## src/rtl/keccak_pkg.sv

```systemverilog
// keccak_pkg: shared widths, pad bytes and FSM encoding for the absorb loader
package keccak_pkg;
  localparam int LANE_W = 64;
  localparam int RATE_LANES = 17;
  localparam logic [7:0] PAD_DS = 8'h06;
  localparam logic [7:0] PAD_END = 8'h80;
  typedef enum logic [1:0] {FILL, PAD, EMIT} state_t;
endpackage

```

## src/rtl/keccak_pad_lane.sv

```systemverilog
// keccak_pad_lane: masks bytes from nbytes upward and inserts the 0x06/0x80 pad bytes into one lane
module keccak_pad_lane #(
  parameter int LANE_W = keccak_pkg::LANE_W
) (
  input  logic [LANE_W-1:0] lane_in,
  input  logic [3:0]        nbytes,
  input  logic              pad_ds,
  input  logic              pad_end,
  output logic [LANE_W-1:0] lane_out
);
  import keccak_pkg::*;
  localparam int NB = LANE_W / 8;
  for (genvar b = 0; b < NB; b++) begin : g_byte
    assign lane_out[8*b +: 8] = ((pad_ds && 4'(b) >= nbytes) ? 8'h00 : lane_in[8*b +: 8])
      ^ ((pad_ds && 4'(b) == nbytes) ? PAD_DS : 8'h00)
      ^ ((pad_end && b == NB - 1) ? PAD_END : 8'h00);
  end
endmodule

```

## src/rtl/keccak_absorb_loader.sv

```systemverilog
// keccak_absorb_loader: packs message words into padded SHA3 rate blocks with a valid/ready handoff
module keccak_absorb_loader #(
  parameter int LANE_W = keccak_pkg::LANE_W,
  parameter int RATE_LANES = keccak_pkg::RATE_LANES
) (
  input  logic                         clk,
  input  logic                         rst,
  input  logic [LANE_W-1:0]            din,
  input  logic                         din_valid,
  output logic                         din_ready,
  input  logic                         din_last,
  input  logic [3:0]                   din_nbytes,
  output logic [RATE_LANES*LANE_W-1:0] blk_out,
  output logic                         blk_valid,
  input  logic                         blk_ready,
  output logic                         blk_last,
  output logic                         blk_first
);
  import keccak_pkg::*;
  localparam int CW = $clog2(RATE_LANES + 1);
  localparam logic [CW-1:0] LAST = CW'(RATE_LANES - 1);
  localparam logic [CW-1:0] FULL = CW'(RATE_LANES);
  state_t state;
  logic [CW-1:0] lane_cnt;
  logic pad_tail;
  logic [LANE_W-1:0] lanes [RATE_LANES];
  logic [LANE_W-1:0] padded [RATE_LANES];
  logic [LANE_W-1:0] pad_out;
  keccak_pad_lane #(.LANE_W(LANE_W)) u_pad (
    .lane_in (state == FILL ? din : '0),
    .nbytes  (state == FILL ? din_nbytes : 4'd0),
    .pad_ds  (1'b1),
    .pad_end (lane_cnt == LAST),
    .lane_out(pad_out)
  );
  always_comb begin
    padded = lanes;
    for (int i = 0; i < RATE_LANES; i++)
      padded[i] = CW'(i) == lane_cnt ? pad_out
                : CW'(i) > lane_cnt ? (i == RATE_LANES - 1 ? {PAD_END, {(LANE_W-8){1'b0}}} : '0)
                : lanes[i];
  end
  for (genvar i = 0; i < RATE_LANES; i++) begin : g_out
    assign blk_out[i*LANE_W +: LANE_W] = lanes[i];
  end
  always_ff @(posedge clk) begin
    if (rst) begin
      state     <= FILL;
      lane_cnt  <= '0;
      pad_tail  <= 1'b0;
      blk_valid <= 1'b0;
      blk_last  <= 1'b0;
      blk_first <= 1'b1;
      din_ready <= 1'b1;
      lanes     <= '{default: '0};
    end else begin
      case (state)
        FILL: if (din_valid) begin
          if (din_last && din_nbytes < 4'd8) begin
            lanes     <= padded;
            blk_last  <= 1'b1;
            blk_valid <= 1'b1;
            din_ready <= 1'b0;
            state     <= EMIT;
          end else begin
            lanes[lane_cnt] <= din;
            lane_cnt        <= lane_cnt + 1'b1;
            if (din_last) begin
              din_ready <= 1'b0;
              state     <= PAD;
            end else if (lane_cnt == LAST) begin
              blk_last  <= 1'b0;
              blk_valid <= 1'b1;
              din_ready <= 1'b0;
              state     <= EMIT;
            end
          end
        end
        PAD: begin
          lanes     <= padded;
          pad_tail  <= lane_cnt == FULL;
          blk_last  <= lane_cnt != FULL;
          blk_valid <= 1'b1;
          state     <= EMIT;
        end
        EMIT: if (blk_ready) begin
          state     <= pad_tail ? PAD : FILL;
          din_ready <= !pad_tail;
          blk_valid <= 1'b0;
          blk_first <= blk_last;
          lane_cnt  <= '0;
          pad_tail  <= 1'b0;
        end
        default: state <= FILL;
      endcase
    end
  end
endmodule

```

## config.mk

```make
export PLATFORM = sky130hd
export DESIGN_NAME = keccak_absorb_loader
export DESIGN_NICKNAME = d
export VERILOG_FILES = /design/src/rtl/keccak_pkg.sv /design/src/rtl/keccak_pad_lane.sv /design/src/rtl/keccak_absorb_loader.sv
export SDC_FILE = /design/constraint.sdc
export NUM_CORES = 2
export LEC_CHECK = 0
export CORE_AREA = 2 2 453 455
export CTS_BUF_LIST = sky130_fd_sc_hd__clkbuf_4
export DETAILED_ROUTE_END_ITERATION = 7
export DIE_AREA = 0 0 455 457
export GPL_ROUTABILITY_DRIVEN = 0
export PLACE_DENSITY = 0.51
export SYNTH_ARGS = -nofsm -noshare
export SYNTH_HDL_FRONTEND = slang
export SYNTH_SLANG_ARGS = --single-unit
```

## constraint.sdc

```tcl
create_clock -name clk -period 4.2 [get_ports clk]
set_clock_uncertainty 0.2 [all_clocks]
set_input_delay 0.42 -clock clk [delete_from_list [all_inputs] [get_ports clk]]
set_output_delay 0.42 -clock clk [all_outputs]
set_load 0.02 [all_outputs]
```

# ---- Word level (Yosys, flattened, before mapping)
# Cells that the tools add are included.
dict set report op_classes {
  addsub 1
  mux 87
  n_eq_ne 34
  n_reduce_logical 18
  n_lt_le_gt_ge 28
  n_bitwise 10
}
# op count
set ops {}
lappend ops {{64-bit two-way mux} 36}
lappend ops {{1088-bit two-way mux} 2}
lappend ops {{1088-bit case mux with 2 select lines} 1}
lappend ops {{1088-bit bitwise mux} 1}
lappend ops {{64-bit demux with 5-bit select} 1}
lappend ops {{8-bit two-way mux} 9}
lappend ops {{8-bit bitwise XOR} 8}
lappend ops {{4-bit by 5-bit equality test with 1-bit output (first input constant)} 8}
lappend ops {{4-bit by 5-bit > comparator with 1-bit output (first input constant)} 8}
lappend ops {{3-bit two-way mux} 8}
lappend ops {{3-bit by 5-bit equality test with 1-bit output (first input constant)} 4}
lappend ops {{3-bit by 5-bit > comparator with 1-bit output (first input constant)} 4}
lappend ops {{3-bit by 4-bit equality test with 1-bit output (first input constant)} 4}
lappend ops {{3-bit by 4-bit greater-or-equal comparator with 1-bit output (first input constant)} 4}
lappend ops {{5-bit two-way mux} 3}
lappend ops {{1-bit two-way mux} 14}
lappend ops {{4-bit AND reduction} 3}
lappend ops {{2-bit by 5-bit equality test with 1-bit output (first input constant)} 2}
lappend ops {{5-bit equality test (second input constant)} 2}
lappend ops {{1-bit by 5-bit > comparator with 1-bit output (first input constant)} 2}
lappend ops {{2-bit by 5-bit > comparator with 1-bit output (first input constant)} 2}
lappend ops {{2-bit two-way mux} 5}
lappend ops {{5-bit case mux with 2 select lines} 1}
lappend ops {{2-bit by 4-bit equality test with 1-bit output (first input constant)} 2}
lappend ops {{33 further kinds} 44}
dict set report word_totals {
  out_inout_bits 1092
  word_cells 202
  regBits 1100
  inputBits 73
}

# ---- Longest topological paths before layout
dict set report depth {
  word_depth 10
  depth_mapped 11
  ltp_nobuf 7
}

# ---- Modules after synthesis
# Synthesis repeated with hierarchy kept, for this count alone.
dict set report unflattened {
  hier_cells 4539
  area_unflattened_um2 44327.5
}
# mod instances seq_area_each_um2 area_per_inst_um2 cells_per_inst
set modules_own_cells {}
lappend modules_own_cells {keccak_absorb_loader 1 22021.1 43725.7 4442}
lappend modules_own_cells {keccak_pad_lane 1 0.0 601.8 97}

# ---- Worst setup path before layout
# Ideal clock, no wire load.
dict set report synth_path {
  path_type {reg-to-reg}
  from {register lane_cnt[1]}
  to {register lanes (netlist bit blk_out[113])}
  required_time_ns 3.883
  stages_incl_launch_ff 12
  n_path_buf 4
  path_slack_ns 1.412
  setup_time_ns 0.117
  arrival_ns 2.471
  period_less_slack_ns 2.788
  cell_sequence {dfxtp_1 buf_2 clkbuf_1 inv_1 ha_1 or4b_1 buf_2 nor3_4 o21ai_2 and2_1 buf_2 a22o_1}
}
dict set report synth_between {
  elab_chain_len 9
  elab_cells_between_ends 14
  cone_classes {order compare (3); eq/ne (1); mux (8); bitwise (1); reduce/logical (1)}
}
# element line
set synth_rtl {}
lappend synth_rtl {{from (decl)} keccak_absorb_loader.sv:24} ;# logic [CW-1:0] lane_cnt;
lappend synth_rtl {{from (signal assigned)} keccak_absorb_loader.sv:67} ;# lane_cnt <= lane_cnt + 1'b1;
lappend synth_rtl {{5-bit NOT with 6-bit output (implied by the code)} keccak_absorb_loader.sv:66} ;# lanes[lane_cnt] <= din;
lappend synth_rtl {{6-bit greater-or-equal comparator (implied by the code) / 6-bit by 1-bit < comparator with 1-bit output (equally long branches)} keccak_absorb_loader.sv:66}
lappend synth_rtl {{1-bit logical AND (implied by the code)} keccak_absorb_loader.sv:66}
lappend synth_rtl {{64-bit two-way mux (implied by the code)} keccak_absorb_loader.sv:66}
lappend synth_rtl {{64-bit demux with 5-bit select} keccak_absorb_loader.sv:66}
lappend synth_rtl {{1088-bit bitwise mux} keccak_absorb_loader.sv:66}
lappend synth_rtl {{1088-bit two-way mux} keccak_absorb_loader.sv:59} ;# if (din_last && din_nbytes < 4'd8) begin
lappend synth_rtl {{1088-bit two-way mux} keccak_absorb_loader.sv:58} ;# FILL: if (din_valid) begin
lappend synth_rtl {{1088-bit case mux with 2 select lines *} keccak_absorb_loader.sv:57} ;# case (state)
lappend synth_rtl {{to (signal assigned)} keccak_absorb_loader.sv:60} ;# lanes <= padded;
lappend synth_rtl {{to (signal, indexed assignment)} keccak_absorb_loader.sv:66}
lappend synth_rtl {{to (signal assigned)} keccak_absorb_loader.sv:80} ;# lanes <= padded;
lappend synth_rtl {{to (decl)} keccak_absorb_loader.sv:26} ;# logic [LANE_W-1:0] lanes [RATE_LANES];
# Mark *: on every way between the ends. The rest lies on a longest branch, timed or not. The select of a mux whose other input is x is not followed.
# A chain may end at the register's enable or synchronous reset.

# ---- Worst setup path in the final report
dict set report layout_path {
  from {register state[0]}
  to {register lanes (netlist bit blk_out[468])}
}
dict set report layout_between {
  elab_chain_len 9
  elab_cells_between_ends 14
  cone_classes {order compare (1); eq/ne (2); mux (7); bitwise (1); reduce/logical (3)}
}
# element line
set layout_rtl {}
lappend layout_rtl {{from (decl)} keccak_absorb_loader.sv:23} ;# state_t state;
lappend layout_rtl {{from (signal assigned)} keccak_absorb_loader.sv:87} ;# state <= pad_tail ? PAD : FILL;
lappend layout_rtl {{2-bit logical NOT} {keccak_absorb_loader.sv:30, keccak_absorb_loader.sv:31, keccak_absorb_loader.sv:57}}
lappend layout_rtl {{4-bit two-way mux} keccak_absorb_loader.sv:31} ;# .nbytes (state == FILL ? din_nbytes : 4'd0),
lappend layout_rtl {{2-bit by 4-bit greater-or-equal comparator with 1-bit output} keccak_pad_lane.sv:14} ;# assign lane_out[8*b +: 8] = ((pad_ds && 4'(b) >= nbytes) ? 8'h00 : lane_in[8*b +: 8])
lappend layout_rtl {{8-bit two-way mux} keccak_pad_lane.sv:14}
lappend layout_rtl {{8-bit bitwise XOR} keccak_pad_lane.sv:15} ;# ^ ((pad_ds && 4'(b) == nbytes) ? PAD_DS : 8'h00)
lappend layout_rtl {{64-bit two-way mux} keccak_absorb_loader.sv:39} ;# padded[i] = CW'(i) == lane_cnt ? pad_out
lappend layout_rtl {{1088-bit two-way mux} keccak_absorb_loader.sv:59}
lappend layout_rtl {{1088-bit two-way mux} keccak_absorb_loader.sv:58}
lappend layout_rtl {{1088-bit case mux with 2 select lines} keccak_absorb_loader.sv:57}
# Parallel ways exist; a longest one is shown, timed or not. The select of a mux whose other input is x is not followed.

==> flow_metrics.env <==
export IMPL_outcome="finished, final reports clean"
export IMPL_via_per_inst=5.211
export IMPL_drtPass1Iterations=6
export IMPL_hold_viol=0
export IMPL_slew_viol_final=0
export IMPL_worst_slack_ps=536.6
export IMPL_slew_headroom_pct=20.29
export IMPL_cp_end_kind="register"
export IMPL_setup_violations=0
export IMPL_reg2reg_from="state[0]"
export IMPL_synth_flop_cell="dfxtp_1"
export IMPL_reg2reg_setup_slack_ps=540
export IMPL_layout_nets=5703
export IMPL_synthCells=4264
export IMPL_wirelength_um=279500
export IMPL_met1_usage_pct=29.51
export IMPL_holdPathStages=3
export IMPL_drive_above_1_share_pct=15.00
export IMPL_cts_resized_gates=0
export IMPL_rows=166
export IMPL_portBuffers=1164
export IMPL_num_vias=44520
export IMPL_antenna_found_initial=33
export IMPL_use_met3_pct=7.719
export IMPL_wl_per_cell_um=32.72
export IMPL_grt_busiest_layer="met2"
export IMPL_ys_warn_count=0
export IMPL_placedInstanceArea_um2=57330
export IMPL_finalSetupTns_ps=0
export IMPL_clkTransAtPathRegs_ps=70
export IMPL_grt_usage_pct=25.62
export IMPL_grt_max_degree=138
export IMPL_initial_core_util_pct=20.44
export IMPL_drtAntennaViolNets=0
export IMPL_cts_buffer_depth=4
export IMPL_first_iter_violations=4563
export IMPL_die_h_um=457
export IMPL_synth_edff_count=0
export IMPL_postCtsSetupRepairBufs=0
export IMPL_max_freq_ghz=0.2730
export IMPL_r2r_cells=7
export IMPL_period_needed_ps=3663
export IMPL_yosysSeqAreaShare_pct=52.98
export IMPL_synth_distinct_cells=94
export IMPL_hp_start="din[22]"
export IMPL_areaGrowthSynthToFinish_pct=49.02
export IMPL_grt_pass1_wl_um=370000
export IMPL_fill_cells=21400
export IMPL_synth_ff_latch_count=1100
export IMPL_die_x_um=455
export IMPL_synth_fp_nets=4341
export IMPL_r2r_end="blk_out[468]"
export IMPL_hp_class="in -> reg"
export IMPL_core_um2=203300
export IMPL_dp_hpwl_um=200700
export IMPL_post_place_ws_ps=527.4
export IMPL_crit_fanout=21
export IMPL_stdcell_area_um2=61940
export IMPL_worst_setup_path_start_kind="register"
export IMPL_fin_crit_sh_pct=87.22
export IMPL_arrival_ps=4760
export IMPL_avgSynthCellArea_um2=9.748
export IMPL_cellLeakagePower_nw=22.18
export IMPL_worst_pin_slew_ps=1191
export IMPL_cts_inserted_buffers=333
export IMPL_overflow=0
export IMPL_synth_cell_area_um2=41570
export IMPL_cp_required_ps=5290
export IMPL_clk_latency_ps=1310
export IMPL_cts_tree="yes"
export IMPL_drc_errors=0
export IMPL_ioPinCount=1165
export IMPL_critical_path_class="reg -> reg"
export IMPL_irDropWorstVdd_mv=0.2510
export IMPL_dieArea_um2=207900
export IMPL_cts_sinks=1100
export IMPL_pwr_density_cell_nw_per_um2=393.4
export IMPL_synthArstFlopShare_pct=0
export IMPL_gr_usage_met2_pct=40.95
export IMPL_grt_pass1_vias=42220
export IMPL_holdPathEnd="blk_out[726]"
export IMPL_cts_htree_levels=5
export IMPL_rsz0062_at_grt="no"
export IMPL_cts_root_buf="clkbuf_4"
export IMPL_cap_violations=0
## worst max-delay path: stages (launching register included)
cell and delay (ps):
dfxtp_1 780, o21ba_2 590, and3_4 590, buf_4 420, buf_4 300, a22oi_1 90
nor2_1 90, dlygate4sd3_1 550
## sequential cells by signal, indices dropped and copies added (netlist names)
register and cells:
pad_tail 1, blk_first 1, blk_valid 1, lane_cnt 5, state 2, din_ready 1, blk_out 1088, blk_last 1
## per-stage QoR
step                      hold WS [ps]  cells  total power [mW]  utilization, %
after floorplan                  261.1   4264             12.31               -
after global placement           238.8   7919             14.16           28.20
after detailed placement         247.7   7919             14.18           28.20
after CTS                        10.45   8522             24.61           30.44
after global routing            -7.749   8534             25.28           30.45
final                            150.7   8543             24.37           30.46
## placed cells by master, fill, tap and decap left out, types with 12 or more instances in the layout
master and n:
clkdlybuf4s50_1 1158, dfxtp_1 1100, a22o_1 485, clkbuf_4 471
nor2_1 392, a22oi_1 252, buf_4 246, a21oi_1 224
nand2_1 150, o21ai_0 132, o21ai_1 95, inv_1 85
nand3_1 81, a32o_1 76, o32ai_1 76, a32oi_1 63
dlygate4sd3_1 59, nor3_1 51, clkinv_1 47, o2bb2ai_1 44
a211oi_1 38, and3_1 37, and2_1 36, buf_12 26
a221oi_1 25, o21a_1 24, a21o_1 23, diode_2 21
a21boi_2 18, nand4_1 18, a31oi_1 17, a2bb2oi_1 16
or3_1 14, clkinv_2 12
## power breakdown
group / switching, mW / internal (mW) / total, mW
clock network: 4.97 / 5.35 / 10.3
logic: 2.37 / 0.924 / 3.30
registers: 0.137 / 10.6 / 10.8
total: 7.47 / 16.9 / 24.4
## synthesized netlist by cell type (13+ instances only)
master	number	area, um^2
dfxtp_1	1100	22020
a22o_1	486	4257
nor2_1	399	1498
clkbuf_1	285	1070
a22oi_1	252	1892
a21oi_1	231	1156
buf_2	154	770.7
nand2_1	151	566.8
o21ai_0	132	660.6
o21ai_1	98	490.5
inv_1	86	322.8
nand3_1	81	405.4
a32o_1	76	760.7
o32ai_1	76	665.6
a32oi_1	63	551.8
nor3_1	56	280.3
o2bb2ai_1	44	385.4
a211oi_1	40	300.3
and3_1	39	244.0
and2_1	36	225.2
a221oi_1	25	219.0
o21a_1	25	187.7
a21o_1	23	172.7
a31oi_1	21	131.4
buf_1	21	78.83
nand4_1	18	112.6
a2bb2oi_1	16	140.1
or3_1	14	87.58
a21boi_1	13	97.59
## layout make-up
type / count / area, um^2 / share of cell area [%]
sequential: 1100 / 22020 / 35.55
timing repair buffer: 1496 / 14620 / 23.60
multi-input combinational: 2608 / 17620 / 28.44
clock inverter: 72 / 406.6 / 0.6565
tap: 2688 / 3363 / 5.429
inverter: 87 / 329.1 / 0.5312
antenna: 21 / 52.55 / 0.08483
clock buffer: 471 / 3536 / 5.708
## worst max path at each step
stage	start	endpoint	slack, ps	cells past startpoint
2_1_floorplan	lane_cnt[1]	blk_out[113]	1410	11
3_3_place_gp	din_nbytes[3]	blk_out[735]	600	9
3_5_place_dp	din_valid	blk_out[377]	530	6
4_1_cts	state[0]	blk_out[468]	670	7
5_1_grt	state[0]	blk_out[468]	490	7
6_report	state[0]	blk_out[468]	540	7
## cells by family after synthesis
family | after synthesis | share of synthesized area [%]
and+or+nand+nor | 874 | 9.894
DFF | 1100 | 52.98
buffers and inverters | 556 | 5.593
AOI/OAI and AO/OA | 1725 | 31.30
xor gates and xnor gates | 1 | 0.02107
adders and majority gates | 4 | 0.1204
muxes | 4 | 0.09633
## routing by layer
metal  share of wire, %  up-vias
li1                   -    18990
met1                 38    22060
met2                 46     2735
met3                9.2      736
met4                7.2        4
met5             0.0097        -
## what timing repair did
item                       CTS  global route
setup endpoints to repair    0             0
hold buffers                60             0
hold endpoints to repair   831             0
No activity file was read; power rests on OpenSTA's default activity.
